[src/rtl/dctq_zigzag_rle.sv]
// Ping-pong capture of 8x8 quantized blocks, zigzag readout as registered (run, level) symbols.
// First symbol 1 cycle after addr 63 lands; rle_* stall (k/run frozen) while rle_valid & !rle_ready.
module dctq_zigzag_rle #(
  parameter int DATA_W = 12
) (
  input  logic                     clk,
  input  logic                     reset_n,
  input  logic                     dctq_valid,
  input  logic [5:0]               dctq_addr,
  input  logic signed [DATA_W-1:0] dctq_data,
  input  logic                     rle_ready,
  output logic                     rle_valid,
  output logic [5:0]               rle_run,
  output logic signed [DATA_W-1:0] rle_level,
  output logic                     rle_dc,
  output logic                     rle_eob,
  output logic                     blk_done,
  output logic                     overflow_err
);

  typedef enum logic [1:0] {S_IDLE, S_SCAN, S_EOB, S_EOB_WAIT} state_t;

  localparam logic [5:0] ZZ [64] = '{
    6'd0,  6'd1,  6'd8,  6'd16, 6'd9,  6'd2,  6'd3,  6'd10,
    6'd17, 6'd24, 6'd32, 6'd25, 6'd18, 6'd11, 6'd4,  6'd5,
    6'd12, 6'd19, 6'd26, 6'd33, 6'd40, 6'd48, 6'd41, 6'd34,
    6'd27, 6'd20, 6'd13, 6'd6,  6'd7,  6'd14, 6'd21, 6'd28,
    6'd35, 6'd42, 6'd49, 6'd56, 6'd57, 6'd50, 6'd43, 6'd36,
    6'd29, 6'd22, 6'd15, 6'd23, 6'd30, 6'd37, 6'd44, 6'd51,
    6'd58, 6'd59, 6'd52, 6'd45, 6'd38, 6'd31, 6'd39, 6'd46,
    6'd53, 6'd60, 6'd61, 6'd54, 6'd47, 6'd55, 6'd62, 6'd63
  };

  logic signed [DATA_W-1:0] mem_q [2][64];

  state_t                   state_q, state_d;
  logic [1:0]               full_q, full_d;
  logic                     wr_bank_q, wr_bank_d;
  logic                     rd_bank_q, rd_bank_d;
  logic [5:0]               k_q, k_d;
  logic [5:0]               zrun_q, zrun_d;
  logic                     vld_q, vld_d;
  logic [5:0]               run_q, run_d;
  logic signed [DATA_W-1:0] level_q, level_d;
  logic                     dc_q, dc_d;
  logic                     eob_q, eob_d;
  logic                     ovf_q, ovf_d;

  logic                     rd_other;
  logic                     can_adv;
  logic                     release_w;
  logic                     wr_ok;
  logic signed [DATA_W-1:0] coef;

  assign rd_other = ~rd_bank_q;
  assign can_adv  = ~vld_q | rle_ready;
  assign coef     = mem_q[rd_bank_q][ZZ[k_q]];

  // A bank freed by EOB acceptance this cycle may take a write in the same cycle.
  assign wr_ok = dctq_valid &
                 (~full_q[wr_bank_q] | (release_w & (rd_bank_q == wr_bank_q)));

  always_comb begin
    full_d    = full_q;
    wr_bank_d = wr_bank_q;
    ovf_d     = ovf_q | (dctq_valid & ~wr_ok);
    if (release_w) full_d[rd_bank_q] = 1'b0;
    if (wr_ok && dctq_addr == 6'd63) begin
      full_d[wr_bank_q] = 1'b1;
      wr_bank_d         = ~wr_bank_q;
    end
  end

  always_comb begin
    state_d   = state_q;
    rd_bank_d = rd_bank_q;
    k_d       = k_q;
    zrun_d    = zrun_q;
    vld_d     = vld_q;
    run_d     = run_q;
    level_d   = level_q;
    dc_d      = dc_q;
    eob_d     = eob_q;
    release_w = 1'b0;
    case (state_q)
      S_IDLE: begin
        if (full_q[rd_bank_q]) begin
          vld_d   = 1'b1;
          run_d   = 6'd0;
          level_d = mem_q[rd_bank_q][0];
          dc_d    = 1'b1;
          eob_d   = 1'b0;
          k_d     = 6'd1;
          zrun_d  = 6'd0;
          state_d = S_SCAN;
        end
      end
      S_SCAN: begin
        if (can_adv) begin
          dc_d  = 1'b0;
          eob_d = 1'b0;
          if (coef != '0) begin
            vld_d   = 1'b1;
            run_d   = zrun_q;
            level_d = coef;
            zrun_d  = 6'd0;
          end else begin
            vld_d  = 1'b0;
            zrun_d = zrun_q + 6'd1;
          end
          k_d = k_q + 6'd1;
          if (k_q == 6'd63) state_d = S_EOB;
        end
      end
      S_EOB: begin
        if (can_adv) begin
          vld_d   = 1'b1;
          run_d   = 6'd0;
          level_d = '0;
          dc_d    = 1'b0;
          eob_d   = 1'b1;
          state_d = S_EOB_WAIT;
        end
      end
      default: begin
        if (rle_ready) begin
          release_w = 1'b1;
          rd_bank_d = rd_other;
          // Other bank already waiting: emit its DC on this edge to stay back-to-back.
          if (full_q[rd_other]) begin
            vld_d   = 1'b1;
            run_d   = 6'd0;
            level_d = mem_q[rd_other][0];
            dc_d    = 1'b1;
            eob_d   = 1'b0;
            k_d     = 6'd1;
            zrun_d  = 6'd0;
            state_d = S_SCAN;
          end else begin
            vld_d   = 1'b0;
            eob_d   = 1'b0;
            state_d = S_IDLE;
          end
        end
      end
    endcase
  end

  always_ff @(posedge clk) begin
    if (wr_ok) mem_q[wr_bank_q][dctq_addr] <= dctq_data;
  end

  always_ff @(posedge clk or negedge reset_n) begin
    if (!reset_n) begin
      state_q   <= S_IDLE;
      full_q    <= 2'b00;
      wr_bank_q <= 1'b0;
      rd_bank_q <= 1'b0;
      k_q       <= 6'd0;
      zrun_q    <= 6'd0;
      vld_q     <= 1'b0;
      run_q     <= 6'd0;
      level_q   <= '0;
      dc_q      <= 1'b0;
      eob_q     <= 1'b0;
      ovf_q     <= 1'b0;
    end else begin
      state_q   <= state_d;
      full_q    <= full_d;
      wr_bank_q <= wr_bank_d;
      rd_bank_q <= rd_bank_d;
      k_q       <= k_d;
      zrun_q    <= zrun_d;
      vld_q     <= vld_d;
      run_q     <= run_d;
      level_q   <= level_d;
      dc_q      <= dc_d;
      eob_q     <= eob_d;
      ovf_q     <= ovf_d;
    end
  end

  assign rle_valid    = vld_q;
  assign rle_run      = run_q;
  assign rle_level    = level_q;
  assign rle_dc       = dc_q;
  assign rle_eob      = eob_q;
  assign blk_done     = release_w;
  assign overflow_err = ovf_q;

endmodule

[config.mk]
export PLATFORM = sky130hd
export DESIGN_NAME = dctq_zigzag_rle
export DESIGN_NICKNAME = d
export VERILOG_FILES = /design/src/rtl/dctq_zigzag_rle.sv
export SDC_FILE = /design/constraint.sdc
export NUM_CORES = 2
export LEC_CHECK = 0
export CAP_MARGIN = 20
export CORE_UTILIZATION = 35
export DETAILED_ROUTE_END_ITERATION = 10
export PLACE_DENSITY = 0.55
export SLEW_MARGIN = 25
export SYNTH_ARGS = -nofsm -noshare
export SYNTH_HDL_FRONTEND = slang
export SYNTH_SLANG_ARGS = --single-unit
[constraint.sdc]
create_clock -name clk -period 5.84 [get_ports clk]
set_input_delay 0.584 -clock clk [delete_from_list [all_inputs] [get_ports clk]]
set_output_delay 0.584 -clock clk [all_outputs]
set_load 0.02 [all_outputs]
==> summary.json <==
{
  "first_global_vias": 33668,
  "clk_root_buffer_cell": "sky130_fd_sc_hd__clkbuf_16",
  "cp_common_cell": "sky130_fd_sc_hd__buf_12",
  "drt_first_pass_iters": 5,
  "placement.io_buffers": 44,
  "vias_per_cell": 5.572,
  "placer_congestion_estimate": 0.9321,
  "drive_above_1_share_pct": 22.97,
  "number_of_max_slew_violations_in_the_final_report": 0,
  "placement.setup.worst_slack_ps": 237.8,
  "leakagePower_nw": 23.39,
  "switchingPower_mw": 10.73,
  "grt_remaining_overflow": 0,
  "critical_path.cell_chain": "inv_1 > ha_1 > buf_4 > mux2i_1 > o221ai_4 > o2111ai_4 > buf_12 > buf_12 > mux4_2 > o22ai_1 > or4_1 > a211oi_1 > nand4_1 > nand4_1 > buf_4 > nor3_4 > a21oi_2 > buf_12 > mux2_2",
  "post_cts_buffers": 0,
  "timing.critical_path.from_type": "flop",
  "yosysSeqAreaShare_pct": 74.88,
  "grt_first_pass_wirelength_mm": 260.5,
  "min_period_over_period_pct": 98.70,
  "routed_wirelength_mm": 183.1,
  "estimated_wirelength_of_the_detail_placed_design_mm": 118.7,
  "cts-htree-levels": 4,
  "tns_ps": 0,
  "critPathKind": "flop to flop",
  "numPlacedInstances": 5908,
  "post_synth_edffs": 1536,
  "drcViolationCount": 0,
  "vdd.ir_drop.worst_v": 0.0003644,
  "grt_max_degree": 104,
  "yosys_register_bits": 1576,
  "timing.final.crit_period_ps": 5764,
  "worstSetupEndpointType": "flop",
  "avgSynthCellArea_sq_um": 18.61,
  "synthTopCellsByCount": "sky130_fd_sc_hd__edfxtp_1 (1,536), sky130_fd_sc_hd__nand2_1 (320), sky130_fd_sc_hd__mux4_2 (282)",
  "power_report.internal_total_mw": 22.20,
  "die_width_microns": 426.1,
  "core_area_sq_mm": 0.1786,
  "synth_most_common_cell": "sky130_fd_sc_hd__edfxtp_1",
  "setup_ws_ps": 76.17,
  "num-nets-final": 3762,
  "cts_tree": "built",
  "fraction_of_synthesized_cell_area_taken_by_the_top_area_cell_type_pct": 73.29,
  "clock_path_buffers": 3,
  "timing.critical_path.arrival_ps": 6440,
  "timing.fmax_mhz": 173.5,
  "drt_iter0_drc": 4075,
  "die_area_sq_mm": 0.1815,
  "timing.final.hold_violations": 0,
  "critical-path-slowest-cell": "sky130_fd_sc_hd__a211oi_1",
  "netlist_instances": 3382,
  "max_cap_violations": 0,
  "antenna_violations_before_repair": 6,
  "worst_endpoint_required_time_ps": 6520,
  "timing.critical_path.buf_inv": 6,
  "flow.area_growth_from_synthesis_pct": 16.18,
  "synth.lib_cells_used.distinct": 89,
  "post-synth-top-area-cell": "sky130_fd_sc_hd__edfxtp_1",
  "power.density_cell_area_mw_per_mm2": 450.3,
  "postRouteAntennaNets": 0,
  "number_of_clock_buffers_inserted_by_tritoncts": 164,
  "cpPeakStageDelay_ps": 680,
  "floorplan.io_pins": 45,
  "post_syn_area_sq_mm": 0.06294,
  "critPathTopFamily": "compound AO/OA/AOI/OAI gates",
  "path_clk_slew_ps": 60,
  "post_synth_main_area_contributors": "sky130_fd_sc_hd__edfxtp_1 (73%), sky130_fd_sc_hd__mux4_2 (10%), sky130_fd_sc_hd__mux2i_1 (2.4%)",
  "synthesized_nets": 3424,
  "clkPwrFrac_pct": 30.7,
  "outcome": "completed",
  "hold_path.class": "primary input to flop",
  "cell_count_final_fillers_out": 6209,
  "power.switching_fraction_pct": 32.58,
  "tightestPinTransition_ps": 1120,
  "synth.yosys.warnings": 0,
  "fin_worst_skew_ps": 24.58,
  "groute.usage.overall_pct": 20.17,
  "insertion_delay_ps": 810,
  "synth_ff_type": "sky130_fd_sc_hd__edfxtp_1",
  "dieHeight_microns": 426.1,
  "max-slew-margin-rel_pct": 24.54,
  "routed_vias": 34595,
  "comb_power_share_pct": 30.8,
  "std_cell_rows": 155,
  "hold-worst-slack_ps": 238.3,
  "routed_wire_length_per_instance_microns": 29.50,
  "rsz0062_at_grt": "false",
  "setup_violators_final": 0,
  "floorplan.initialDensity_pct": 35.24,
  "path_max_fanout": 47,
  "share_seq_of_total_power_pct": 38.6,
  "cts.sink_count": 1576,
  "ys_async_sr_fraction_pct": 2.538
}
[sequential cells by signal, indices dropped and copies added (netlist names)]
name and cells:
mem_q 1536, overflow_err 1, rle_dc 1, rle_eob 1, rd_bank_q 1, state_q 2
rle_level 12, k_q 6, rle_run 6, rle_valid 1, wr_bank_q 1, zrun_q 6
full_q 2
[worst register-to-register path, cell delays in order, from the launching register on]
cell and delay [ps]:
sky130_fd_sc_hd__dfrtp_1 370, sky130_fd_sc_hd__inv_1 180, sky130_fd_sc_hd__ha_1 280, sky130_fd_sc_hd__buf_4 170
sky130_fd_sc_hd__mux2i_1 220, sky130_fd_sc_hd__o221ai_4 150, sky130_fd_sc_hd__o2111ai_4 420, sky130_fd_sc_hd__buf_12 230
sky130_fd_sc_hd__buf_12 330, sky130_fd_sc_hd__mux4_2 320, sky130_fd_sc_hd__o22ai_1 150, sky130_fd_sc_hd__or4_1 620
sky130_fd_sc_hd__a211oi_1 680, sky130_fd_sc_hd__nand4_1 340, sky130_fd_sc_hd__nand4_1 280, sky130_fd_sc_hd__buf_4 170
sky130_fd_sc_hd__nor3_4 50, sky130_fd_sc_hd__a21oi_2 170, sky130_fd_sc_hd__buf_12 170, sky130_fd_sc_hd__mux2_2 330
[layer usage]
metal  global-route usage [%]  share of wire [%]  vias up  routed length [microns]
met5                        0              0.013        -                       23
met4                    5.830                2.8        4                     5066
met3                    4.072                7.5      246                    13830
met2                    31.37                 47     1387                    85200
met1                    28.61                 43    18451                    79030
li1                         -                  -    14507                        -
[cell families after synthesis]
| family | count (synthesis) | share of synthesized area, % |
|---|---|---|
| simple gates | 712 | 5.067 |
| flops | 1576 | 74.88 |
| buf+inv | 207 | 1.757 |
| compound gates | 414 | 5.008 |
| xor+xnor | 3 | 0.04176 |
| fa+ha+maj | 20 | 0.3976 |
| mux | 450 | 12.85 |
[final cells by class]
class,count,area (sq um)
inverters,21,78.83
clock inverters,80,716.9
repair buffers,358,3060
clock buffers,219,4404
fillers,15834,105500
diodes,1,2.502
well taps,2355,2947
flip-flops and latches,1576,47130
multi-input cells,1599,14780
[path summary, 6_finish.rpt]
check / cells past startpoint / slack, ps / to / start
hold / removal: 1 / 240 / mem_q[0][570] / dctq_data[6]
setup / recovery: 19 / 80 / rle_level[11] / k_q[0]
hold reg to reg: 1 / 510 / rle_eob / rle_eob
max in group asynchronous: 3 / 4880 / rd_bank_q / reset_n
setup reg to reg: 19 / 80 / rle_level[11] / k_q[0]
min in group asynchronous: 3 / 430 / k_q[4] / reset_n
[through the flow]
| step | util [%] | area [sq um] | power [mW] |
|---|---|---|---|
| 2_1_floorplan | - | 62940 | 18.81 |
| 3_3_place_gp | 38.06 | 67980 | 23.04 |
| 3_5_place_dp | 38.06 | 67980 | 23.01 |
| 4_1_cts | 40.93 | 73110 | 33.05 |
| 5_1_grt | 40.94 | 73120 | 34.05 |
| 6_report | 40.94 | 73120 | 32.92 |
[placed cells by master, fill, tap and decap left out, types with 23 or more instances in the layout]
cell / Yosys / layout
sky130_fd_sc_hd__clkbuf_16: 0 / 167
sky130_fd_sc_hd__nand3_1: 87 / 87
sky130_fd_sc_hd__clkinv_1: 0 / 38
sky130_fd_sc_hd__buf_4: 25 / 300
sky130_fd_sc_hd__nand4_1: 32 / 32
sky130_fd_sc_hd__o22ai_1: 34 / 34
sky130_fd_sc_hd__clkbuf_1: 54 / 49
sky130_fd_sc_hd__a21oi_1: 54 / 54
sky130_fd_sc_hd__mux4_2: 282 / 282
sky130_fd_sc_hd__a22o_1: 27 / 27
sky130_fd_sc_hd__edfxtp_1: 1536 / 1536
sky130_fd_sc_hd__a31oi_1: 30 / 30
sky130_fd_sc_hd__clkdlybuf4s50_1: 0 / 31
sky130_fd_sc_hd__o21ai_0: 35 / 35
sky130_fd_sc_hd__mux2i_1: 153 / 153
sky130_fd_sc_hd__a32oi_1: 35 / 34
sky130_fd_sc_hd__a221oi_1: 29 / 29
sky130_fd_sc_hd__nor2_1: 171 / 164
sky130_fd_sc_hd__a22oi_1: 56 / 56
sky130_fd_sc_hd__clkinv_2: 0 / 23
sky130_fd_sc_hd__dfrtp_1: 40 / 39
sky130_fd_sc_hd__buf_12: 0 / 23
sky130_fd_sc_hd__nand2_1: 320 / 319
[power groups by stage]
| stage | logic, mW | registers (mW) | clock network (mW) |
|---|---|---|---|
| 6_report | 10.1 | 12.7 | 10.1 |
| 5_1_grt | 10.7 | 12.7 | 10.7 |
| 4_1_cts | 10.1 | 12.7 | 10.3 |
| 3_5_place_dp | 10.1 | 12.9 | 0 |
| 3_3_place_gp | 10.1 | 12.9 | 0 |
| 2_1_floorplan | 5.92 | 12.9 | 0 |
[repair_timing]
action / in CTS / in global routing
gates resized for setup: 0 / 0
hold endpoints to repair: 40 / 0
hold buffers: 1 / 0
endpoints found under the setup margin: 0 / 0
(Power assumes the default switching activity.)
